<file path="src/rtl/cdma_pkg.sv">
// -----------------------------------------------------------------------------
// cdma_pkg
// Shared definitions for the two-user CDMA transmit scheduler:
//   - cdma_state_t   : scheduler FSM state encoding
//   - CODE_A_DEFAULT : default user-A Walsh code (MSB transmitted first)
//   - CODE_B_DEFAULT : default user-B Walsh code (MSB transmitted first)
//   - CHIPS_PER_BIT  : chips per data bit (Walsh code length)
//   - BITS_PER_USER  : data bits per user per frame
//   - chip_sum()     : maps two +/-1 chips to a 3-bit two's-complement level
// -----------------------------------------------------------------------------
package cdma_pkg;

   typedef enum logic [1:0] {
      ST_IDLE   = 2'd0,
      ST_SPREAD = 2'd1,
      ST_DONE   = 2'd2
   } cdma_state_t;

   localparam logic [3:0] CODE_A_DEFAULT = 4'b1010;
   localparam logic [3:0] CODE_B_DEFAULT = 4'b1100;

   localparam int CHIPS_PER_BIT = 4;
   localparam int BITS_PER_USER = 2;

   // Chip value 1 means +1 and 0 means -1, so the sum is +2, 0 or -2.
   function automatic logic [2:0] chip_sum(input logic chip_a, input logic chip_b);
      logic [2:0] level;
      case ({chip_a, chip_b})
         2'b11:   level = 3'b010;
         2'b00:   level = 3'b110;
         default: level = 3'b000;
      endcase
      return level;
   endfunction

endpackage

</file>
<file path="src/rtl/cdma_chip_timer.sv">
// -----------------------------------------------------------------------------
// cdma_chip_timer
// Chip-rate divider. While en is high a 16-bit counter runs 0..CHIP_DIV-1 and
// wraps. chip_due is asserted one cycle before the counter reaches CHIP_DIV-1,
// so a registered chip output loaded on chip_due becomes visible exactly on
// the cycle the counter holds CHIP_DIV-1.
// Ports:
//   clk      : clock
//   srst     : synchronous active-high reset
//   clr      : clears the counter (asserted on the cycle a frame is accepted)
//   en       : counter runs while high
//   chip_due : next cycle is a chip strobe cycle
// -----------------------------------------------------------------------------
module cdma_chip_timer #(
   parameter int unsigned CHIP_DIV = 50000
) (
   input  logic clk,
   input  logic srst,
   input  logic clr,
   input  logic en,
   output logic chip_due
);

   localparam logic [15:0] COUNT_LAST = 16'(CHIP_DIV - 1);
   localparam logic [15:0] COUNT_PRE  = 16'(CHIP_DIV - 2);

   logic [15:0] count_reg;

   always_ff @(posedge clk) begin
      if (srst || clr) begin
         count_reg <= 16'd0;
      end else if (en) begin
         if (count_reg == COUNT_LAST) begin
            count_reg <= 16'd0;
         end else begin
            count_reg <= count_reg + 16'd1;
         end
      end
   end

   assign chip_due = en && (count_reg == COUNT_PRE);

endmodule

</file>
<file path="src/rtl/cdma_tx_scheduler.sv">
// -----------------------------------------------------------------------------
// cdma_tx_scheduler
// Two-user CDMA spreader. A 4-bit frame (two bits per user) is spread by each
// user's 4-chip Walsh code into 8 chips, one every CHIP_DIV clocks, and the two
// user chips are summed into a three-level transmit value.
// Ports:
//   CLOCK_50   : clock, rising edge
//   reset      : synchronous active-high reset
//   start      : frame request, honoured only while idle
//   auto_run   : chain a new frame after each completed frame
//   data       : payload, [1:0] user A, [3:2] user B, bit 0 of each pair first
//   busy       : frame in progress (SPREAD or DONE)
//   chip_valid : one-cycle strobe qualifying the chip outputs below
//   tx_level   : two's-complement sum of the user chips (+2, 0, -2)
//   chip_a     : user-A chip (1 = +1, 0 = -1)
//   chip_b     : user-B chip (1 = +1, 0 = -1)
//   bit_idx    : data bit being spread
//   chip_idx   : chip position in the code, 0 = MSB
//   done       : one-cycle strobe on frame completion
// -----------------------------------------------------------------------------
module cdma_tx_scheduler
   import cdma_pkg::*;
#(
   parameter int unsigned CHIP_DIV = 50000,
   parameter logic [3:0]  CODE_A   = CODE_A_DEFAULT,
   parameter logic [3:0]  CODE_B   = CODE_B_DEFAULT
) (
   input  logic       CLOCK_50,
   input  logic       reset,
   input  logic       start,
   input  logic       auto_run,
   input  logic [3:0] data,
   output logic       busy,
   output logic       chip_valid,
   output logic [2:0] tx_level,
   output logic       chip_a,
   output logic       chip_b,
   output logic       bit_idx,
   output logic [1:0] chip_idx,
   output logic       done
);

   cdma_state_t state_reg;
   logic [3:0]  frame_reg;
   logic [2:0]  chip_seq_reg;     // next chip to emit: {bit, chip}
   logic        busy_reg;
   logic        chip_valid_reg;
   logic [2:0]  tx_level_reg;
   logic        chip_a_reg;
   logic        chip_b_reg;
   logic        bit_idx_reg;
   logic [1:0]  chip_idx_reg;
   logic        done_reg;

   logic        chip_due;
   logic        timer_clr;
   logic        timer_en;
   logic        bit_sel;
   logic [1:0]  chip_sel;
   logic [1:0]  user_chip;        // [0] user A, [1] user B
   logic        last_chip_shown;

   // The divider restarts on every accept, whether from IDLE or chained from DONE.
   assign timer_en  = (state_reg == ST_SPREAD);
   assign timer_clr = ((state_reg == ST_IDLE) && start) ||
                      ((state_reg == ST_DONE) && auto_run);

   cdma_chip_timer #(
      .CHIP_DIV (CHIP_DIV)
   ) u_chip_timer (
      .clk      (CLOCK_50),
      .srst     (reset),
      .clr      (timer_clr),
      .en       (timer_en),
      .chip_due (chip_due)
   );

   assign bit_sel  = chip_seq_reg[2];
   assign chip_sel = chip_seq_reg[1:0];

   // A data 1 sends the code as-is, a data 0 sends it inverted.
   generate
      for (genvar gi = 0; gi < 2; gi++) begin : g_user
         localparam logic [3:0] USER_CODE = (gi == 0) ? CODE_A : CODE_B;
         logic [1:0] user_bits;
         assign user_bits     = frame_reg[2*gi +: 2];
         assign user_chip[gi] = ~(USER_CODE[2'd3 - chip_sel] ^ user_bits[bit_sel]);
      end
   endgenerate

   // The eighth chip is on the outputs; the frame closes on the following edge.
   assign last_chip_shown = chip_valid_reg &&
                            (bit_idx_reg  == 1'(BITS_PER_USER - 1)) &&
                            (chip_idx_reg == 2'(CHIPS_PER_BIT - 1));

   always_ff @(posedge CLOCK_50) begin
      if (reset) begin
         state_reg      <= ST_IDLE;
         frame_reg      <= 4'd0;
         chip_seq_reg   <= 3'd0;
         busy_reg       <= 1'b0;
         chip_valid_reg <= 1'b0;
         tx_level_reg   <= 3'd0;
         chip_a_reg     <= 1'b0;
         chip_b_reg     <= 1'b0;
         bit_idx_reg    <= 1'b0;
         chip_idx_reg   <= 2'd0;
         done_reg       <= 1'b0;
      end else begin
         chip_valid_reg <= 1'b0;
         done_reg       <= 1'b0;
         case (state_reg)
            ST_IDLE: begin
               if (start) begin
                  state_reg    <= ST_SPREAD;
                  frame_reg    <= data;
                  chip_seq_reg <= 3'd0;
                  busy_reg     <= 1'b1;
               end
            end
            ST_SPREAD: begin
               if (chip_due) begin
                  chip_valid_reg <= 1'b1;
                  chip_a_reg     <= user_chip[0];
                  chip_b_reg     <= user_chip[1];
                  tx_level_reg   <= chip_sum(user_chip[0], user_chip[1]);
                  bit_idx_reg    <= bit_sel;
                  chip_idx_reg   <= chip_sel;
                  chip_seq_reg   <= chip_seq_reg + 3'd1;
               end
               if (last_chip_shown) begin
                  state_reg <= ST_DONE;
                  done_reg  <= 1'b1;
               end
            end
            ST_DONE: begin
               if (auto_run) begin
                  state_reg    <= ST_SPREAD;
                  frame_reg    <= data;
                  chip_seq_reg <= 3'd0;
               end else begin
                  state_reg <= ST_IDLE;
                  busy_reg  <= 1'b0;
               end
            end
            default: begin
               state_reg <= ST_IDLE;
               busy_reg  <= 1'b0;
            end
         endcase
      end
   end

   assign busy       = busy_reg;
   assign chip_valid = chip_valid_reg;
   assign tx_level   = tx_level_reg;
   assign chip_a     = chip_a_reg;
   assign chip_b     = chip_b_reg;
   assign bit_idx    = bit_idx_reg;
   assign chip_idx   = chip_idx_reg;
   assign done       = done_reg;

endmodule

</file>
<file path="config.mk">
export PLATFORM = sky130hd
export DESIGN_NAME = cdma_tx_scheduler
export DESIGN_NICKNAME = d
export VERILOG_FILES = /design/src/rtl/cdma_pkg.sv /design/src/rtl/cdma_chip_timer.sv /design/src/rtl/cdma_tx_scheduler.sv
export SDC_FILE = /design/constraint.sdc
export NUM_CORES = 1
export LEC_CHECK = 0
export BUFFER_PORTS_ARGS = -buffer_cell sky130_fd_sc_hd__buf_2
export CAP_MARGIN = 30
export CORE_MARGIN = 5
export CORE_UTILIZATION = 36
export CTS_CLUSTER_DIAMETER = 150
export CTS_CLUSTER_SIZE = 20
export DETAILED_ROUTE_END_ITERATION = 8
export PLACE_DENSITY = 0.62
export SYNTH_ARGS = -nofsm -noshare
export SYNTH_HDL_FRONTEND = slang
export SYNTH_SLANG_ARGS = --single-unit
</file>
<file path="constraint.sdc">
create_clock -name CLOCK_50 -period 4.9 [get_ports CLOCK_50]
set_clock_uncertainty 0.2 [all_clocks]
set_input_delay 0.735 -clock CLOCK_50 [delete_from_list [all_inputs] [get_ports CLOCK_50]]
set_output_delay 0.735 -clock CLOCK_50 [all_outputs]
set_load 0.02 [all_outputs]
</file>
==> out/metrics.csv, run 1 <==
metric,value,unit
max_slew_margin,46.93,%
cts_resized,0,
layout_commonest_cell,dfxtp_1,
status,"finished, final reports clean",
syn_inst,187,
cts_tree,done,
clkSinkCount,35,
place_ws,2.385,ns
drc,0,
yosysUniqueCellTypes,44,
cp_cell_sequence,nor2b_1 > nand2_1 > o21ai_2 > nor2_1,
place.detailed.hpwl,2582,um
worst_ep_arrival_time,2.46,ns
clk_pin_slew,0.07,ns
multiInputGateArea,942.2,um2
synth_nets,201,
die_w,79.13,um
grt_usage,12.50,%
fin_crit_sh,51.37,%
power.density,281.9,mW/mm2
grt_overflow,0,
cts_buffer_depth,2,
finalHoldViolations,0,
worst_pin_slew,0.7944,ns
diodes,0,
yosysTopAreaCellShare,40.73,%
wl,3675,um
setup_viol,0,
cp.buffers_inverters,0,
ios,19,
syn2layout_area_growth,10.84,%
dr_total_vias,1357,
final-seq-area,700.7,um2
hold_buffers,0,
io_buffers,17,
viasPerCell,5.260,
critPathMaxStageDelay,0.70,ns
synth-edff-count,0,
path_max_fanout,15,
root_buffer,clkbuf_8,
initial_utilization,36.67,%
setup-tns-final,0,ns
async_flop_share,0,%
grt_max_degree,16,
end_kind,register,
final_cell_mix,"dfxtp_1 (35), nor2_1 (24), buf_2 (17)",
cap_violations,0,
wl_per_cell,14.24,um
numCtsBuffers,5,
ys.flop_type,dfxtp_1,
p_leak,0.6732,nW
critPathKind,register to register,
grt_pass1_wl,6175,um
fp.dieH,79.13,um
clock_latency,0.28,ns
n_fill_cell,477,
fin_ws,2.383,ns
avgSynthCellArea,9.200,um2
fmax,0.3972,GHz
yosysSeqAreaShare,40.73,%
layout-drive-gt1-share,15.20,%
syn_area,0.001720,mm2
fin_crit,2.517,ns
h-tree-depth,2,
cp.required,4.85,ns
antenna_found_initial,0,
drt_iter0_markers,46,
routabilityCongestion,0.7743,
cts_setup_buffers,0,
critPathTopFamily,simple AND/OR/NAND/NOR gates,
ant_nets,0,
slew_violations,0,
max-vdd-ir-drop,154.8,uV
layout.nets,217,
hold_path_class,register to register,
coreArea,0.004692,mm2
largest_register_ff_count,16,
dieArea,0.006262,mm2
fp-row-count,25,
cp_slowest_cell,nor2b_1,
postSynthRegisterBits,35,
grt_pass1_vias,1315,
rsz0062_at_grt,no,
first_pass_iters,4,
synthTopCellsByArea,"dfxtp_1 (41%), xnor2_1 (5.6%), nor2_1 (5.2%), ha_1 (4.4%), nor3_1 (3.8%)",
yosysWarnings,0,
startpoint_type,register,
synth.largest_area_cell,dfxtp_1,
final timing paths:
| kind | slack, ns | start | endpoint | cells past startpoint |
|---|---|---|---|---|
| max | 2.38 | state_reg[0] | u_chip_timer.count_reg[13] | 4 |
| min | 0.28 | chip_b | chip_b | 1 |
| max reg2reg | 2.38 | state_reg[0] | u_chip_timer.count_reg[13] | 4 |
| min reg2reg | 0.28 | chip_b | chip_b | 1 |
cell type report:
class                      instances  area share [%]
multi-input combinational        137           49.41
sequential                        35           36.75
timing repair buffer              17           4.462
clock buffer                       6           3.806
tap                               54           3.543
inverter                           7           1.378
clock inverter                     2          0.6562
synthesized netlist by cell type, drive strengths merged, types with 2 or more instances:
cell	n
nor2	24
a22o	4
nand3b	2
dfxtp	35
a21oi	6
nor4b	2
and4	2
nand4b	3
inv	7
a31o	5
mux2i	5
buf	6
o21ai	4
nand4	7
nand3	3
clkbuf	2
ha	6
xnor2	11
xor2	4
nor4	9
nand2b	3
nor3	13
and4b	2
nand2	10
logic make-up (layout without fill, tap and decap cells):
logic type	after synthesis	in the layout	synth area share, %
AOI/OAI and AO/OA	26	26	11.42
xor gates and xnor gates	15	15	7.636
and+or+nand+nor	84	84	28.22
other	1	1	0.2180
adders and majority gates	6	6	4.364
buffers and inverters	15	32	4.509
muxes	5	5	2.909
DFF	35	35	40.73
layer usage:
metal	track usage (%)	up-vias	share of wire [%]
met5	0	-	0
met4	5.498	0	2.1
met3	3.515	11	3.2
met2	20.96	24	47
met1	14.80	615	48
li1	-	707	-
through the flow:
step	cell area [um2]	util, %	hold WS, ns	power [W]	std cells
floorplan	1720	-	0.2417	0.0003314	187
global placement	1822	38.83	0.2565	0.0003407	250
detailed placement	1822	38.83	0.2588	0.0003413	250
CTS	1907	40.64	0.2820	0.0005442	258
global route	1907	40.64	0.3014	0.0005647	258
finish	1907	40.64	0.2769	0.0005376	258
power by group:
group | total [W] | internal [W] | switching, W
Combinational | 0.0000386 | 0.0000127 | 0.0000259
Sequential | 0.000296 | 0.000290 | 0.00000631
Clock | 0.000203 | 0.0000992 | 0.000104
Total | 0.000538 | 0.000402 | 0.000136
Note: power is estimated with default switching activity, not from simulation.
==> run 2, diff against run 1 <==
--- a/config.mk
+++ b/config.mk
@@ -5,6 +5,7 @@
 export SDC_FILE = /design/constraint.sdc
 export NUM_CORES = 1
 export LEC_CHECK = 0
+export ABC_AREA = 1
 export BUFFER_PORTS_ARGS = -buffer_cell sky130_fd_sc_hd__buf_2
 export CAP_MARGIN = 30
 export CORE_MARGIN = 5
@@ -12,7 +13,7 @@
 export CTS_CLUSTER_DIAMETER = 150
 export CTS_CLUSTER_SIZE = 20
 export DETAILED_ROUTE_END_ITERATION = 8
-export PLACE_DENSITY = 0.62
+export PLACE_DENSITY = 0.64
 export SYNTH_ARGS = -nofsm -noshare
 export SYNTH_HDL_FRONTEND = slang
 export SYNTH_SLANG_ARGS = --single-unit
==> constraint.sdc (replaced) <==
create_clock -name CLOCK_50 -period 2.2 [get_ports CLOCK_50]
set_clock_uncertainty 0.2 [all_clocks]
set_input_delay 0.33 -clock CLOCK_50 [delete_from_list [all_inputs] [get_ports CLOCK_50]]
set_output_delay 0.33 -clock CLOCK_50 [all_outputs]
set_load 0.02 [all_outputs]
==> run 2 against run 1 <==
  * Register-to-register slack got worse by 2.1 ns
  * Synthesized area rose by 4.3%
  * Total power rose to 2.6 times the previous value
  * Cell count rose by 28%
  * Highest routed layer unchanged
  * Setup slack got worse by 2.1 ns
  * Via count rose by 8.7%
  * Largest power group unchanged
  * First-iteration DRC count rose by 89%
  * Synthesized cell count rose by 28%
  * Critical path type unchanged
==> out/metrics.csv, run 2 <==
metric,value,unit,change
status,"finished, final reports clean",,
dieArea,0.006496,mm2,+3.7%
ant_nets,0,,unchanged
syn_area,0.001794,mm2,+4.3%
coreArea,0.004786,mm2,+2.0%
io_buffers,17,,unchanged
largest_register_ff_count,16,,unchanged
stdcell_count,330,,+28%
startpoint_type,register,,
place.detailed.hpwl,2663,um,+3.1%
setup-tns-final,0,ns,unchanged
clk_pin_slew,0.07,ns,about the same
fp.dieH,80.60,um,+1.9%
path_max_fanout,6,,-9
grt_pass1_vias,1468,,+12%
finalHoldViolations,0,,unchanged
drc,0,,unchanged
synth-edff-count,0,,unchanged
hold_path_class,input port to register,,
antenna_found_initial,0,,unchanged
async_flop_share,0,%,unchanged
crit_path_start,chip_seq_reg[1],,
synth_nets,254,,+26%
clkSinkCount,35,,unchanged
die_w,80.60,um,+1.9%
grt_overflow,0,,unchanged
r2r_cells,8,,+4
grt_use_met2,20.45,%,-0.51 points
critPathKind,register to register,,
setup_viol,0,,unchanged
fin_crit_sh,88.50,%,+37 points
power.density,685.7,mW/mm2,+140%
slew_violations,0,,unchanged
synthTopCellsByArea,"dfxtp_1 (39%), nand2_1 (12%), nor2_1 (6.7%), inv_1 (4.6%), ha_1 (4.2%)",,
fmax,0.5136,GHz,+29%
endpoint,tx_level[1],,
dr_total_vias,1475,,+8.7%
yosysWarnings,0,,unchanged
yosysTopAreaCellShare,39.05,%,-1.7 points
syn_inst,240,,+28%
viasPerCell,4.470,,-15%
wl_per_cell,10.68,um,-25%
syn2layout_area_growth,15.06,%,
numCtsBuffers,5,,unchanged
placed_area,0.001952,mm2,+7.1%
design_area,0.002064,mm2,+8.3%
avgSynthCellArea,7.476,um2,-19%
final_cell_mix,"nand2_1 (58), dfxtp_1 (35), nor2_1 (32)",,
gr-usage-met3,3.251,%,-0.26 points
postSynthRegisterBits,35,,unchanged
drt_iter0_markers,87,,+89%
wl,3526,um,-4.1%
grt_pass1_wl,6327,um,+2.5%
first_pass_iters,4,,unchanged
end_kind,register,,
max-vdd-ir-drop,324.4,uV,+110%
cap_violations,0,,unchanged
top_usage_layer,met2,,
cts_buffer_depth,2,,unchanged
layout-drive-gt1-share,20.15,%,+5.0 points
grt_usage,12.57,%,+0.073 points
clock_latency,0.30,ns,+0.02 ns
cts_tree,done,,
dp.cells,322,,+29%
hold_buffers,0,,unchanged
diodes,0,,unchanged
fp-row-count,25,,unchanged
layout.nets,276,,+27%
cts_setup_buffers,0,,unchanged
layout_commonest_cell,nand2_1,,
initial_utilization,37.49,%,+0.82 points
yosysSeqAreaShare,39.05,%,-1.7 points
rsz0062_at_grt,no,,
synth_common_cells,"nand2_1 (58), dfxtp_1 (35), nor2_1 (32), inv_1 (22), a21oi_1 (13)",,
fin_crit,1.947,ns,-0.5704 ns
cp.required,2.23,ns,-2.62 ns
root_buffer,clkbuf_8,,
worst_ep_arrival_time,1.98,ns,-0.48 ns
grt_max_degree,16,,unchanged
synth.most_common_cell,nand2_1,,
rr_startpoint,chip_seq_reg[1],,
reg2reg_slack,0.25,ns,-2.13 ns
ys.flop_type,dfxtp_1,,
h-tree-depth,2,,unchanged
routabilityCongestion,0.8481,,+9.5%
cts_resized,0,,unchanged
r2r-end,tx_level[1],,
p_leak,0.8380,nW,+24%
globalRouteMet1Util,15.31,%,+0.50 points
ios,19,,unchanged
hold_path_depth,3,,+2
yosysUniqueCellTypes,31,,-30%
synth.largest_area_cell,dfxtp_1,,
timing.hold.ws,0.07111,ns,-0.2058 ns
run 2: worst max-delay path, cell delays in order (launching register included):
cell and delay [ns]:
dfxtp_1 0.44, inv_1 0.08, ha_1 0.18, nor2_1 0.13, xor2_1 0.19, inv_1 0.07, ha_1 0.28, or2_0 0.21
a21oi_1 0.11
run 2: worst min path at each step:
stage	slack [ns]	end	from
detailed placement	0.25	tx_level[2]	tx_level[2]
CTS	0.07	frame_reg[2]	data[2]
global placement	0.25	busy	busy
finish	0.07	frame_reg[2]	data[2]
floorplan	0.20	chip_idx[0]	reset
global route	0.09	frame_reg[2]	data[2]
run 2: layout make-up:
type                       count  area, um2
clock buffer                   5      68.82
clock inverter                 3      43.79
fill                         504       2721
inverter                      27      111.4
multi-input combinational    176      970.9
sequential                    35      700.7
tap                           67      83.83
timing repair buffer          17      85.08
run 2: kinds of logic (layout without fill, tap and decap cells):
logic type	after synthesis	after routing	synth area share [%]
AND/OR/NAND/NOR	133	133	37.10
XOR/XNOR	11	11	5.369
AO/OA/AOI/OAI	25	25	7.252
flip-flops	35	35	39.05
other	1	1	0.2090
adder cells (fa/ha/maj)	6	6	4.184
buffers and inverters	29	52	6.834
run 2: through the flow:
stage | util [%] | setup slack (ns) | power, W
final | 43.14 | 0.2531 | 0.001416
after global routing | 43.14 | 0.05882 | 0.001480
after CTS | 43.14 | 0.2398 | 0.001435
after detailed placement | 40.78 | 0.2667 | 0.0008496
after global placement | 40.78 | 0.3453 | 0.0008478
after floorplan | - | 0.3977 | 0.0008113
run 2: per-layer routing:
layer,up-vias,share of wire [%]
li1,794,-
met1,655,51
met2,20,43
met3,6,3.5
met4,0,2.3
met5,-,0
run 2: where the power goes:
part / internal [W] / switching [W]
sequential: 0.000653 / 0.0000138
combinational: 0.0000488 / 0.000119
clock: 0.000337 / 0.000244
total: 0.00104 / 0.000377
